[config.mk]
export PLATFORM = sky130hd
export DESIGN_NAME = neuron_mac_sequencer_flat
export DESIGN_NICKNAME = d
export VERILOG_FILES = /design/src/rtl/neuron_mac_sequencer_pkg.sv /design/src/rtl/neuron_mac_sequencer_if.sv /design/src/rtl/neuron_mac_sequencer_acc.sv /design/src/rtl/neuron_mac_sequencer.sv /design/src/flat_wrapper.sv
export SDC_FILE = /design/constraint.sdc
export NUM_CORES = 1
export LEC_CHECK = 0
export CAP_MARGIN = 20
export CORE_MARGIN = 2
export CORE_UTILIZATION = 51
export CTS_CLUSTER_SIZE = 28
export DETAILED_ROUTE_END_ITERATION = 6
export DONT_BUFFER_PORTS = 1
export GPL_TIMING_DRIVEN = 0
export PLACE_DENSITY = 0.63
export SLEW_MARGIN = 20
export SYNTH_ARGS = -nofsm -noshare
export SYNTH_HDL_FRONTEND = slang
export SYNTH_SLANG_ARGS = --single-unit
[constraint.sdc]
create_clock -name clk -period 7.24 [get_ports clk]
set_clock_uncertainty 0.05 [all_clocks]
set_input_delay 2.172 -clock clk [delete_from_list [all_inputs] [get_ports clk]]
set_output_delay 2.172 -clock clk [all_outputs]
set_load 0.05 [all_outputs]
[src/rtl/neuron_mac_sequencer_pkg.sv]
// Shared definitions for the neuron MAC sequencer: datapath widths, ROM
// geometry, FSM state encoding and the weight-address helper.
package neuron_mac_sequencer_pkg;

    localparam int NN_DATA_W     = 8;
    localparam int NN_ROM_ADDR_W = 8;
    localparam int NN_ROM_DEPTH  = 128;

    typedef enum logic [1:0] {
        IDLE = 2'd0,
        RUN  = 2'd1,
        DONE = 2'd2
    } state_t;

    // ROM address of weight k of neuron n. The result wraps modulo 256.
    function automatic logic [NN_ROM_ADDR_W-1:0] weight_addr(
        input int unsigned base,
        input int unsigned n,
        input int unsigned n_inputs,
        input int unsigned k
    );
        int unsigned full;
        full = base + n * n_inputs + k;
        return full[NN_ROM_ADDR_W-1:0];
    endfunction

endpackage

[src/rtl/neuron_mac_sequencer_if.sv]
// Handshake bundle of the neuron MAC sequencer. It carries the start
// command, the activation stream, the weight ROM port and the result stream.
// master = environment (controller, activation source, ROM, result sink)
// slave  = the sequencer
interface neuron_mac_sequencer_if #(
    parameter int DATA_W = 8,
    parameter int ACC_W  = 20,
    parameter int NIDX_W = 4
) ();
    import neuron_mac_sequencer_pkg::*;

    logic                     start;
    logic [NIDX_W-1:0]        neuron_idx;
    logic [DATA_W-1:0]        in_data;
    logic                     in_valid;
    logic                     in_ready;
    logic [NN_ROM_ADDR_W-1:0] rom_address;
    logic                     rom_enable;
    logic [DATA_W-1:0]        rom_data;
    logic [ACC_W-1:0]         result;
    logic                     result_valid;
    logic                     result_ready;
    logic                     busy;

    modport master (
        output start, neuron_idx, in_data, in_valid, rom_data, result_ready,
        input  in_ready, rom_address, rom_enable, result, result_valid, busy
    );

    modport slave (
        input  start, neuron_idx, in_data, in_valid, rom_data, result_ready,
        output in_ready, rom_address, rom_enable, result, result_valid, busy
    );

endinterface

[src/rtl/neuron_mac_sequencer_acc.sv]
// Unsigned multiply-accumulate. The product is exported so the sequencer
// can form the final sum in the same cycle as the last accumulation.
module nn_mac_accumulator #(
    parameter int DATA_W = 8,
    parameter int ACC_W  = 20
) (
    input  logic                  clk,
    input  logic                  rst,
    input  logic                  clr,
    input  logic                  en,
    input  logic [DATA_W-1:0]     a,
    input  logic [DATA_W-1:0]     b,
    output logic [2*DATA_W-1:0]   prod,
    output logic [ACC_W-1:0]      acc
);

    // Full-width unsigned product; operands zero-extended so nothing is lost.
    always_comb begin
        prod = {{DATA_W{1'b0}}, a} * {{DATA_W{1'b0}}, b};
    end

    // Accumulator: clear has priority over an accumulate beat.
    always_ff @(posedge clk or posedge rst) begin
        if (rst) begin
            acc <= '0;
        end else if (clr) begin
            acc <= '0;
        end else if (en) begin
            acc <= acc + ACC_W'(prod);
        end
    end

endmodule

[src/rtl/neuron_mac_sequencer.sv]
// Neuron MAC sequencer: walks the weight ROM for one neuron, pairs each
// weight with an incoming activation and presents the dot product on a
// valid/ready result port.
module neuron_mac_sequencer
    import neuron_mac_sequencer_pkg::*;
#(
    parameter int N_INPUTS  = 8,
    parameter int DATA_W    = 8,
    parameter int ACC_W     = 20,
    parameter int NIDX_W    = 4,
    parameter int BASE_ADDR = 0
) (
    input  logic                  clk,
    input  logic                  rst,
    neuron_mac_sequencer_if.slave bus
);

    localparam int K_W = $clog2(N_INPUTS);

    if (N_INPUTS < 2) begin : g_n_inputs_check
        $error("neuron_mac_sequencer: N_INPUTS must be >= 2");
    end
    if (ACC_W < 2 * DATA_W + $clog2(N_INPUTS)) begin : g_acc_w_check
        $error("neuron_mac_sequencer: ACC_W too narrow for N_INPUTS products");
    end

    state_t              state;
    logic [K_W-1:0]      k;
    logic [NIDX_W-1:0]   n;
    logic                beat;
    logic                last_beat;
    logic                acc_clr;
    logic [DATA_W-1:0]   weight;
    logic [2*DATA_W-1:0] prod;
    logic [ACC_W-1:0]    acc;

    // Beat qualification and weight gating: a disabled ROM floats its bus,
    // so the weight is forced to zero unless the enable is up.
    always_comb begin
        beat      = (state == RUN) && bus.in_valid && bus.in_ready;
        last_beat = beat && (k == K_W'(N_INPUTS - 1));
        acc_clr   = (state == IDLE) && bus.start;
        weight    = bus.rom_enable ? bus.rom_data : '0;
    end

    nn_mac_accumulator #(
        .DATA_W (DATA_W),
        .ACC_W  (ACC_W)
    ) u_mac (
        .clk  (clk),
        .rst  (rst),
        .clr  (acc_clr),
        .en   (beat),
        .a    (bus.in_data),
        .b    (weight),
        .prod (prod),
        .acc  (acc)
    );

    // Sequencer FSM with registered handshake, ROM and result outputs.
    always_ff @(posedge clk or posedge rst) begin
        if (rst) begin
            state            <= IDLE;
            k                <= '0;
            n                <= '0;
            bus.result       <= '0;
            bus.result_valid <= 1'b0;
            bus.in_ready     <= 1'b0;
            bus.rom_enable   <= 1'b0;
            bus.rom_address  <= weight_addr(BASE_ADDR, 0, N_INPUTS, 0);
            bus.busy         <= 1'b0;
        end else begin
            case (state)
                IDLE: begin
                    if (bus.start) begin
                        state           <= RUN;
                        n               <= bus.neuron_idx;
                        k               <= '0;
                        bus.rom_address <= weight_addr(BASE_ADDR, 32'(bus.neuron_idx), N_INPUTS, 0);
                        bus.in_ready    <= 1'b1;
                        bus.rom_enable  <= 1'b1;
                        bus.busy        <= 1'b1;
                    end
                end
                RUN: begin
                    if (beat) begin
                        k <= k + 1'b1;
                        if (last_beat) begin
                            state            <= DONE;
                            bus.result       <= acc + ACC_W'(prod);
                            bus.result_valid <= 1'b1;
                            bus.in_ready     <= 1'b0;
                            bus.rom_enable   <= 1'b0;
                        end else begin
                            bus.rom_address <= weight_addr(BASE_ADDR, 32'(n), N_INPUTS, 32'(k) + 1);
                        end
                    end
                end
                DONE: begin
                    if (bus.result_ready) begin
                        state            <= IDLE;
                        bus.result_valid <= 1'b0;
                        bus.busy         <= 1'b0;
                    end
                end
                default: begin
                    state <= IDLE;
                end
            endcase
        end
    end

endmodule

[src/flat_wrapper.sv]
// flat-port wrapper written by rule: the top's interface ports become plain ports
module neuron_mac_sequencer_flat import neuron_mac_sequencer_pkg::*;
#(
    parameter int N_INPUTS  = 8,
    parameter int DATA_W    = 8,
    parameter int ACC_W     = 20,
    parameter int NIDX_W    = 4,
    parameter int BASE_ADDR = 0
)
  (clk, rst, bus_start, bus_neuron_idx, bus_in_data, bus_in_valid, bus_rom_data, bus_result_ready, bus_in_ready, bus_rom_address, bus_rom_enable, bus_result, bus_result_valid, bus_busy);
  neuron_mac_sequencer_if #(.DATA_W(DATA_W), .ACC_W(ACC_W), .NIDX_W(NIDX_W)) bus_i ();
  input  logic clk;
  input  logic rst;
  input wire logic [$bits(bus_i.start)-1:0] bus_start;
  input wire logic [$bits(bus_i.neuron_idx)-1:0] bus_neuron_idx;
  input wire logic [$bits(bus_i.in_data)-1:0] bus_in_data;
  input wire logic [$bits(bus_i.in_valid)-1:0] bus_in_valid;
  input wire logic [$bits(bus_i.rom_data)-1:0] bus_rom_data;
  input wire logic [$bits(bus_i.result_ready)-1:0] bus_result_ready;
  output wire logic [$bits(bus_i.in_ready)-1:0] bus_in_ready;
  output wire logic [$bits(bus_i.rom_address)-1:0] bus_rom_address;
  output wire logic [$bits(bus_i.rom_enable)-1:0] bus_rom_enable;
  output wire logic [$bits(bus_i.result)-1:0] bus_result;
  output wire logic [$bits(bus_i.result_valid)-1:0] bus_result_valid;
  output wire logic [$bits(bus_i.busy)-1:0] bus_busy;
  assign bus_i.start = bus_start;
  assign bus_i.neuron_idx = bus_neuron_idx;
  assign bus_i.in_data = bus_in_data;
  assign bus_i.in_valid = bus_in_valid;
  assign bus_i.rom_data = bus_rom_data;
  assign bus_i.result_ready = bus_result_ready;
  assign bus_in_ready = bus_i.in_ready;
  assign bus_rom_address = bus_i.rom_address;
  assign bus_rom_enable = bus_i.rom_enable;
  assign bus_result = bus_i.result;
  assign bus_result_valid = bus_i.result_valid;
  assign bus_busy = bus_i.busy;
  neuron_mac_sequencer #(.N_INPUTS(N_INPUTS), .DATA_W(DATA_W), .ACC_W(ACC_W), .NIDX_W(NIDX_W), .BASE_ADDR(BASE_ADDR)) u_core (.clk(clk), .rst(rst), .bus(bus_i));
endmodule
==> flow_summary_export.csv, run 1 <==
group,metric,value,unit
status,outcome,"complete, no violations",
yosys,synthArstFlopShare,100,%
worst_setup_path,cp-endpoint,"u_core.u_mac.acc[18]$_DFFE_PP0P_",
yosys,synth.distinct_cells,47,
clock_network,clk_latency,0.35,ns
yosys,ys.flop_type,"dfrtp_1",
worst_setup_path,crit_path_start_kind,"input pin",
place,place_congestion,0.910,
timing,fin_crit,6.48,ns
worst_setup_path,cp.arrival,6.67,ns
timing,finalMaxSlewViolations,0,
global_route,grt_first_pass_wirelength,20900,µm
worst_setup_path,r2r_setup_slack,1.37,ns
clock_network,cts_tree,"yes",
yosys,seq_area_frac_synth,28.6,%
route,drc_errors,0,
route,wl_per_cell,16.7,µm
floorplan,num_io_pins,57,
floorplan,start_util,51.7,%
timing,setup-tns-final,0,ns
route,vias,3968,
global_route,grt_pass1_vias,4264,
route,ant_nets,0,
final_layout,antenna-diode-count,0,
clock_network,post_cts_buffers,0,
place,dp_hpwl,9490,µm
final_layout,drive_above_1_share,8.65,%
route,vias_per_cell,5.56,
yosys,synth-edff-count,0,
yosys,ys_ff_latch,60,
worst_setup_path,worstReg2RegStart,"u_core.bus.in_ready$_DFFE_PP0P_",
timing,min_period_over_period,89.5,%
route,routed_wl,11900,µm
clock_network,cts_hold_buf,0,
yosys,yosys.area.top_type,"dfrtp_1",
yosys,yosys_warnings,0,
yosys,synth_top_family_by_area,"adder cells",
final_layout,final_util,55.6,%
clock_network,clk_root_buffer_cell,"clkbuf_8",
worst_setup_path,cp_max_fo,8,
yosys,yosysMostFrequentCell,"inv_1",
clock_network,numCtsBuffers,9,
floorplan,die_x,105,µm
final_layout,syn2layout_area_growth,7.61,%
global_route,grt_overflow,0,
clock_network,clk_pin_slew,0.07,ns
yosys,synth_compound_area_share,11.3,%
timing,clock.fmax,0.154,GHz
route,first_pass_iters,5,
worst_hold_path,min-delay-path-class,"flop to flop",
yosys,synth_xor_area_share,2.00,%
worst_setup_path,required,7.43,ns
yosys,synth.area.top_cells,"dfrtp_1 (29%), fa_1 (19%), ha_1 (11%)",
worst_setup_path,path_class,"input pin to flop",
yosys,syn_avg_cell_area,9.34,µm²
route,drt-initial-drc-count,208,
global_route,grt_max_degree,50,
floorplan,die_y,105,µm
yosys,synth_fp_nets,681,
worst_setup_path,r2r-end,"u_core.u_mac.acc[18]$_DFFE_PP0P_",
floorplan,rows,37,
clock_network,htree_levels,3,
place,port_buffers,0,
clock_network,cts.sinks,60,
worst_setup_path,end_kind,"flop",
timing,rsz0062_at_grt,"false",
yosys,synthAdderAreaFrac,29.8,%
timing,timing_hold_violations_final,0,
clock_network,cts.path.max_buffers,2,
yosys,synth_top_area_share,28.6,%
worst_setup_path,crit_start,"bus_in_data[5]",
floorplan,fp.coreArea,10100,µm²
timing,relSlewSlack,59.9,%
place,dp.cells,698,
final_layout,instances_no_fill,714,
timing,worst_pin_slew,0.599,ns
yosys,synth_area,5240,µm²
yosys,muxShareOfSynthArea,3.77,%
flow_run,drv_cap,0,
global_route,antenna_found_initial,0,
yosys,synthSimpleGateAreaFrac,15.0,%
floorplan,die-area,11100,µm²
final_layout,finalNetCount,693,
yosys,synth_common_cells,"inv_1 (104), nand2_1 (62), dfrtp_1 (60)",
worst_setup_path,ff2ff_path_depth,17,
global_route,track_usage,23.6,%
timing,whs,0.439,ns
yosys,postSynthCellCount,561,
clock_network,cts_resized,0,
timing,setup_viol,0,
## worst max-delay path, cell delays in order
cell and delay [ns]:
buf_1 0.29, nand3_1 0.17, fa_1 0.53, inv_1 0.05, fa_1 0.57, inv_1 0.07, fa_1 0.51, fa_1 0.56
inv_1 0.05, ha_1 0.38, and4_1 0.28, and4_1 0.25, o2111ai_1 0.17, a31oi_2 0.31, o21bai_1 0.10, a22o_1 0.19
## cell type report
cell class | instances | area (µm²)
Buffer | 23 | 105
Clock buffer | 9 | 124
Clock inverter | 7 | 75.1
Fill cell | 912 | 4500
Inverter | 104 | 393
Multi-Input combinational cell | 374 | 3250
Sequential cell | 60 | 1500
Tap cell | 136 | 170
Timing Repair Buffer | 1 | 27.5
## sequential cells by signal (all words and copies together) (netlist names), 2 cells and up
register / flops
u_core.bus.rom_address: 8
u_core.n: 4
u_core.u_mac.acc: 20
u_core.k: 3
u_core.bus.result: 20
u_core.state: 2
## through the flow
| step | worst slack, ns | area, µm² |
|---|---|---|
| finish | 0.757 | 5640 |
| global route | 0.526 | 5640 |
| CTS | 0.792 | 5640 |
| detailed placement | 0.454 | 5440 |
| global placement | 0.479 | 5410 |
| floorplan | 0.836 | 5240 |
## cell usage in the layout (no fill, tap or decap), types with 3 or more instances in the layout
master / synthesis / routed
a21oi_1: 16 / 16
a22o_1: 14 / 14
and2_1: 5 / 5
and3_1: 34 / 34
buf_2: 9 / 9
clkbuf_1: 11 / 11
clkbuf_8: 0 / 9
clkinvlp_4: 0 / 3
dfrtp_1: 60 / 60
fa_1: 50 / 50
ha_1: 45 / 45
inv_1: 104 / 103
mux2_2: 14 / 14
mux2i_1: 4 / 4
nand2_1: 62 / 62
nand3_1: 25 / 25
nand4_1: 4 / 4
nor2_1: 17 / 17
nor3_1: 5 / 5
o211ai_1: 3 / 3
o21ai_0: 28 / 28
o21bai_1: 3 / 3
o31ai_1: 4 / 4
xnor2_1: 6 / 6
xor2_1: 6 / 6
## worst min path at each step
stage                                          startpoint                               to  slack [ns]  cells past startpoint
after floorplan           u_core.u_mac.acc[4]$_DFFE_PP0P_  u_core.u_mac.acc[4]$_DFFE_PP0P_        0.40                      2
after global placement    u_core.u_mac.acc[4]$_DFFE_PP0P_  u_core.u_mac.acc[4]$_DFFE_PP0P_        0.42                      2
after detailed placement  u_core.u_mac.acc[4]$_DFFE_PP0P_  u_core.u_mac.acc[4]$_DFFE_PP0P_        0.43                      2
after CTS                 u_core.u_mac.acc[4]$_DFFE_PP0P_  u_core.u_mac.acc[4]$_DFFE_PP0P_        0.45                      2
after global routing      u_core.u_mac.acc[6]$_DFFE_PP0P_  u_core.u_mac.acc[6]$_DFFE_PP0P_        0.48                      1
final                     u_core.u_mac.acc[4]$_DFFE_PP0P_  u_core.u_mac.acc[4]$_DFFE_PP0P_        0.44                      2
## metal layers
metal	up-vias	share of wire [%]	GRT usage [%]	routed length, µm
met5	-	0	0	0
met4	0	1.2	7.81	140
met3	12	5.1	4.45	613
met2	99	48	37.8	5740
met1	1978	46	32.5	5420
li1	1879	-	-	-
## kinds of logic (layout without fill, tap and decap cells)
logic type,count (synthesis),count (layout)
AOI/OAI and AO/OA,88,88
xor gates and xnor gates,12,12
buffers and inverters,127,144
and+or+nand+nor,161,161
DFF,60,60
adders and majority gates,95,95
muxes,18,18
Power of run 1 is not shown: default switching activity piles up to over one toggle a cycle in this logic, so the estimate is an artifact.
==> run 2: changes to the inputs <==
--- a/config.mk
+++ b/config.mk
@@ -5,13 +5,13 @@
 export SDC_FILE = /design/constraint.sdc
 export NUM_CORES = 1
 export LEC_CHECK = 0
-export CAP_MARGIN = 20
 export CORE_MARGIN = 2
 export CORE_UTILIZATION = 51
 export CTS_CLUSTER_SIZE = 28
 export DETAILED_ROUTE_END_ITERATION = 6
 export DONT_BUFFER_PORTS = 1
 export GPL_TIMING_DRIVEN = 0
+export MAX_ROUTING_LAYER = met4
 export PLACE_DENSITY = 0.63
 export SLEW_MARGIN = 20
 export SYNTH_ARGS = -nofsm -noshare
==> flow_summary_export.csv, run 2 (synthesis results as in run 1) <==
group,metric,value,unit
status,outcome,"complete, no violations",
worst_setup_path,required,7.43,ns
worst_hold_path,hp-start,"u_core.u_mac.acc[13]$_DFFE_PP0P_",
worst_setup_path,end_kind,"flop",
clock_network,cts_resized,0,
place,dp_hpwl,9550,µm
place,place_congestion,0.951,
floorplan,start_util,51.7,%
global_route,antenna_found_initial,0,
route,vias_per_cell,5.47,
route,first_pass_iters,4,
route,wl_per_cell,16.8,µm
final_layout,finalNetCount,693,
final_layout,final_util,56.1,%
final_layout,final_common_cell,"inv_1",
clock_network,cts_hold_buf,0,
floorplan,die_y,105,µm
timing,finalMaxSlewViolations,0,
clock_network,cts.path.max_buffers,2,
final_layout,top_regs,"u_core.bus.result: 20 flops, u_core.u_mac.acc: 20 flops, u_core.bus.rom_address: 8 flops",
final_layout,final_cell_mix,"inv_1 (103), nand2_1 (62), dfrtp_1 (60)",
floorplan,num_io_pins,57,
timing,relSlewSlack,60.5,%
worst_hold_path,holdPathEnd,"u_core.u_mac.acc[13]$_DFFE_PP0P_",
clock_network,clk_root_buffer_cell,"clkbuf_8",
clock_network,cts_tree,"yes",
timing,timing_hold_violations_final,0,
global_route,grt_first_pass_wirelength,21100,µm
route,drt-initial-drc-count,193,
worst_setup_path,cp_common_cell,"fa_1",
timing,setup_viol,0,
timing,fin_crit,6.43,ns
final_layout,syn2layout_area_growth,8.52,%
floorplan,fp.coreArea,10100,µm²
floorplan,die-area,11100,µm²
final_layout,drive_above_1_share,8.65,%
clock_network,htree_levels,3,
worst_setup_path,r2r_setup_slack,1.43,ns
global_route,track_usage,24.7,%
global_route,grt_overflow,0,
clock_network,numCtsBuffers,9,
clock_network,cts.sinks,60,
worst_setup_path,crit_path_start_kind,"input pin",
final_layout,antenna-diode-count,0,
route,vias,3903,
floorplan,die_x,105,µm
flow_run,drv_cap,0,
worst_hold_path,whs_path_depth,1,
route,ant_nets,0,
place,port_buffers,0,
route,drc_errors,0,
global_route,grt_pass1_vias,4202,
clock_network,post_cts_buffers,0,
timing,min_period_over_period,88.8,%
timing,whs,0.461,ns
clock_network,clk_pin_slew,0.08,ns
worst_setup_path,cp.arrival,6.63,ns
worst_setup_path,slowest_stage,"fa_1",
worst_setup_path,ff2ff_path_depth,17,
timing,setup-tns-final,0,ns
timing,worst_pin_slew,0.591,ns
global_route,grt_max_degree,53,
worst_setup_path,max_stage_delay,0.56,ns
worst_setup_path,cp_max_fo,8,
clock_network,clk_latency,0.35,ns
worst_hold_path,min-delay-path-class,"flop to flop",
worst_setup_path,crit_chain,"buf_1 -> nand3_1 -> fa_1 -> inv_1 -> fa_1 -> inv_1 -> fa_1 -> fa_1 -> inv_1 -> ha_1 -> and4_1 -> and4_1 -> o2111ai_1 -> a31oi_2 -> o21bai_1 -> a22o_1",
route,routed_wl,12000,µm
floorplan,rows,37,
timing,clock.fmax,0.155,GHz
worst_setup_path,r2r-end,"u_core.u_mac.acc[18]$_DFFE_PP0P_",
timing,rsz0062_at_grt,"false",
worst_setup_path,cpLargestDelayFamily,"adder cells",
worst_setup_path,crit_buf_inv,4,
worst_setup_path,worstReg2RegStart,"u_core.bus.in_ready$_DFFE_PP0P_",
worst_setup_path,path_class,"input pin to flop",
worst_setup_path,crit_start,"bus_in_data[5]",
[run 2: cell count changes in the layout (fill, tap and decap cells not counted), sizes merged]
| cell | delta |
|---|---|
| clkinv | -1 |
| bufinv | +2 |
| clkinvlp | -1 |
[run 2: worst max-delay path by stage]
stage / to / cells after the start / slack [ns]
global placement: u_core.bus.result[16]$_DFFE_PP0P_ / 16 / 0.45
floorplan: u_core.u_mac.acc[12]$_DFFE_PP0P_ / 17 / 0.84
finish: u_core.u_mac.acc[18]$_DFFE_PP0P_ / 16 / 0.81
CTS: u_core.u_mac.acc[18]$_DFFE_PP0P_ / 16 / 0.82
detailed placement: u_core.u_mac.acc[12]$_DFFE_PP0P_ / 16 / 0.46
global route: u_core.bus.result[15]$_DFFE_PP0P_ / 17 / 0.60
[run 2: layer usage]
metal  routed length, µm  GRT usage (%)  vias to the layer above
li1                    -              -                     1871
met1                5350           31.7                     1917
met2                5750           39.5                      102
met3                 689           6.12                       13
met4                 182           6.67                        0
met5                   0              -                        -
[run 2: final cells by class]
type / instances / area (µm²)
buffer: 23 / 105
clock buffer: 9 / 124
clock inverter: 7 / 123
fill: 916 / 4450
inverter: 104 / 393
multi-input combinational: 374 / 3250
sequential: 60 / 1500
tap: 136 / 170
timing repair buffer: 1 / 27.5
[run 2: through the flow]
stage,cells,cell area [µm²],worst slack [ns]
after floorplan,561,5240,0.836
after global placement,697,5410,0.451
after detailed placement,698,5440,0.461
after CTS,714,5690,0.820
after global routing,714,5690,0.595
final,714,5690,0.809
Power of run 2 is left out for the same reason.
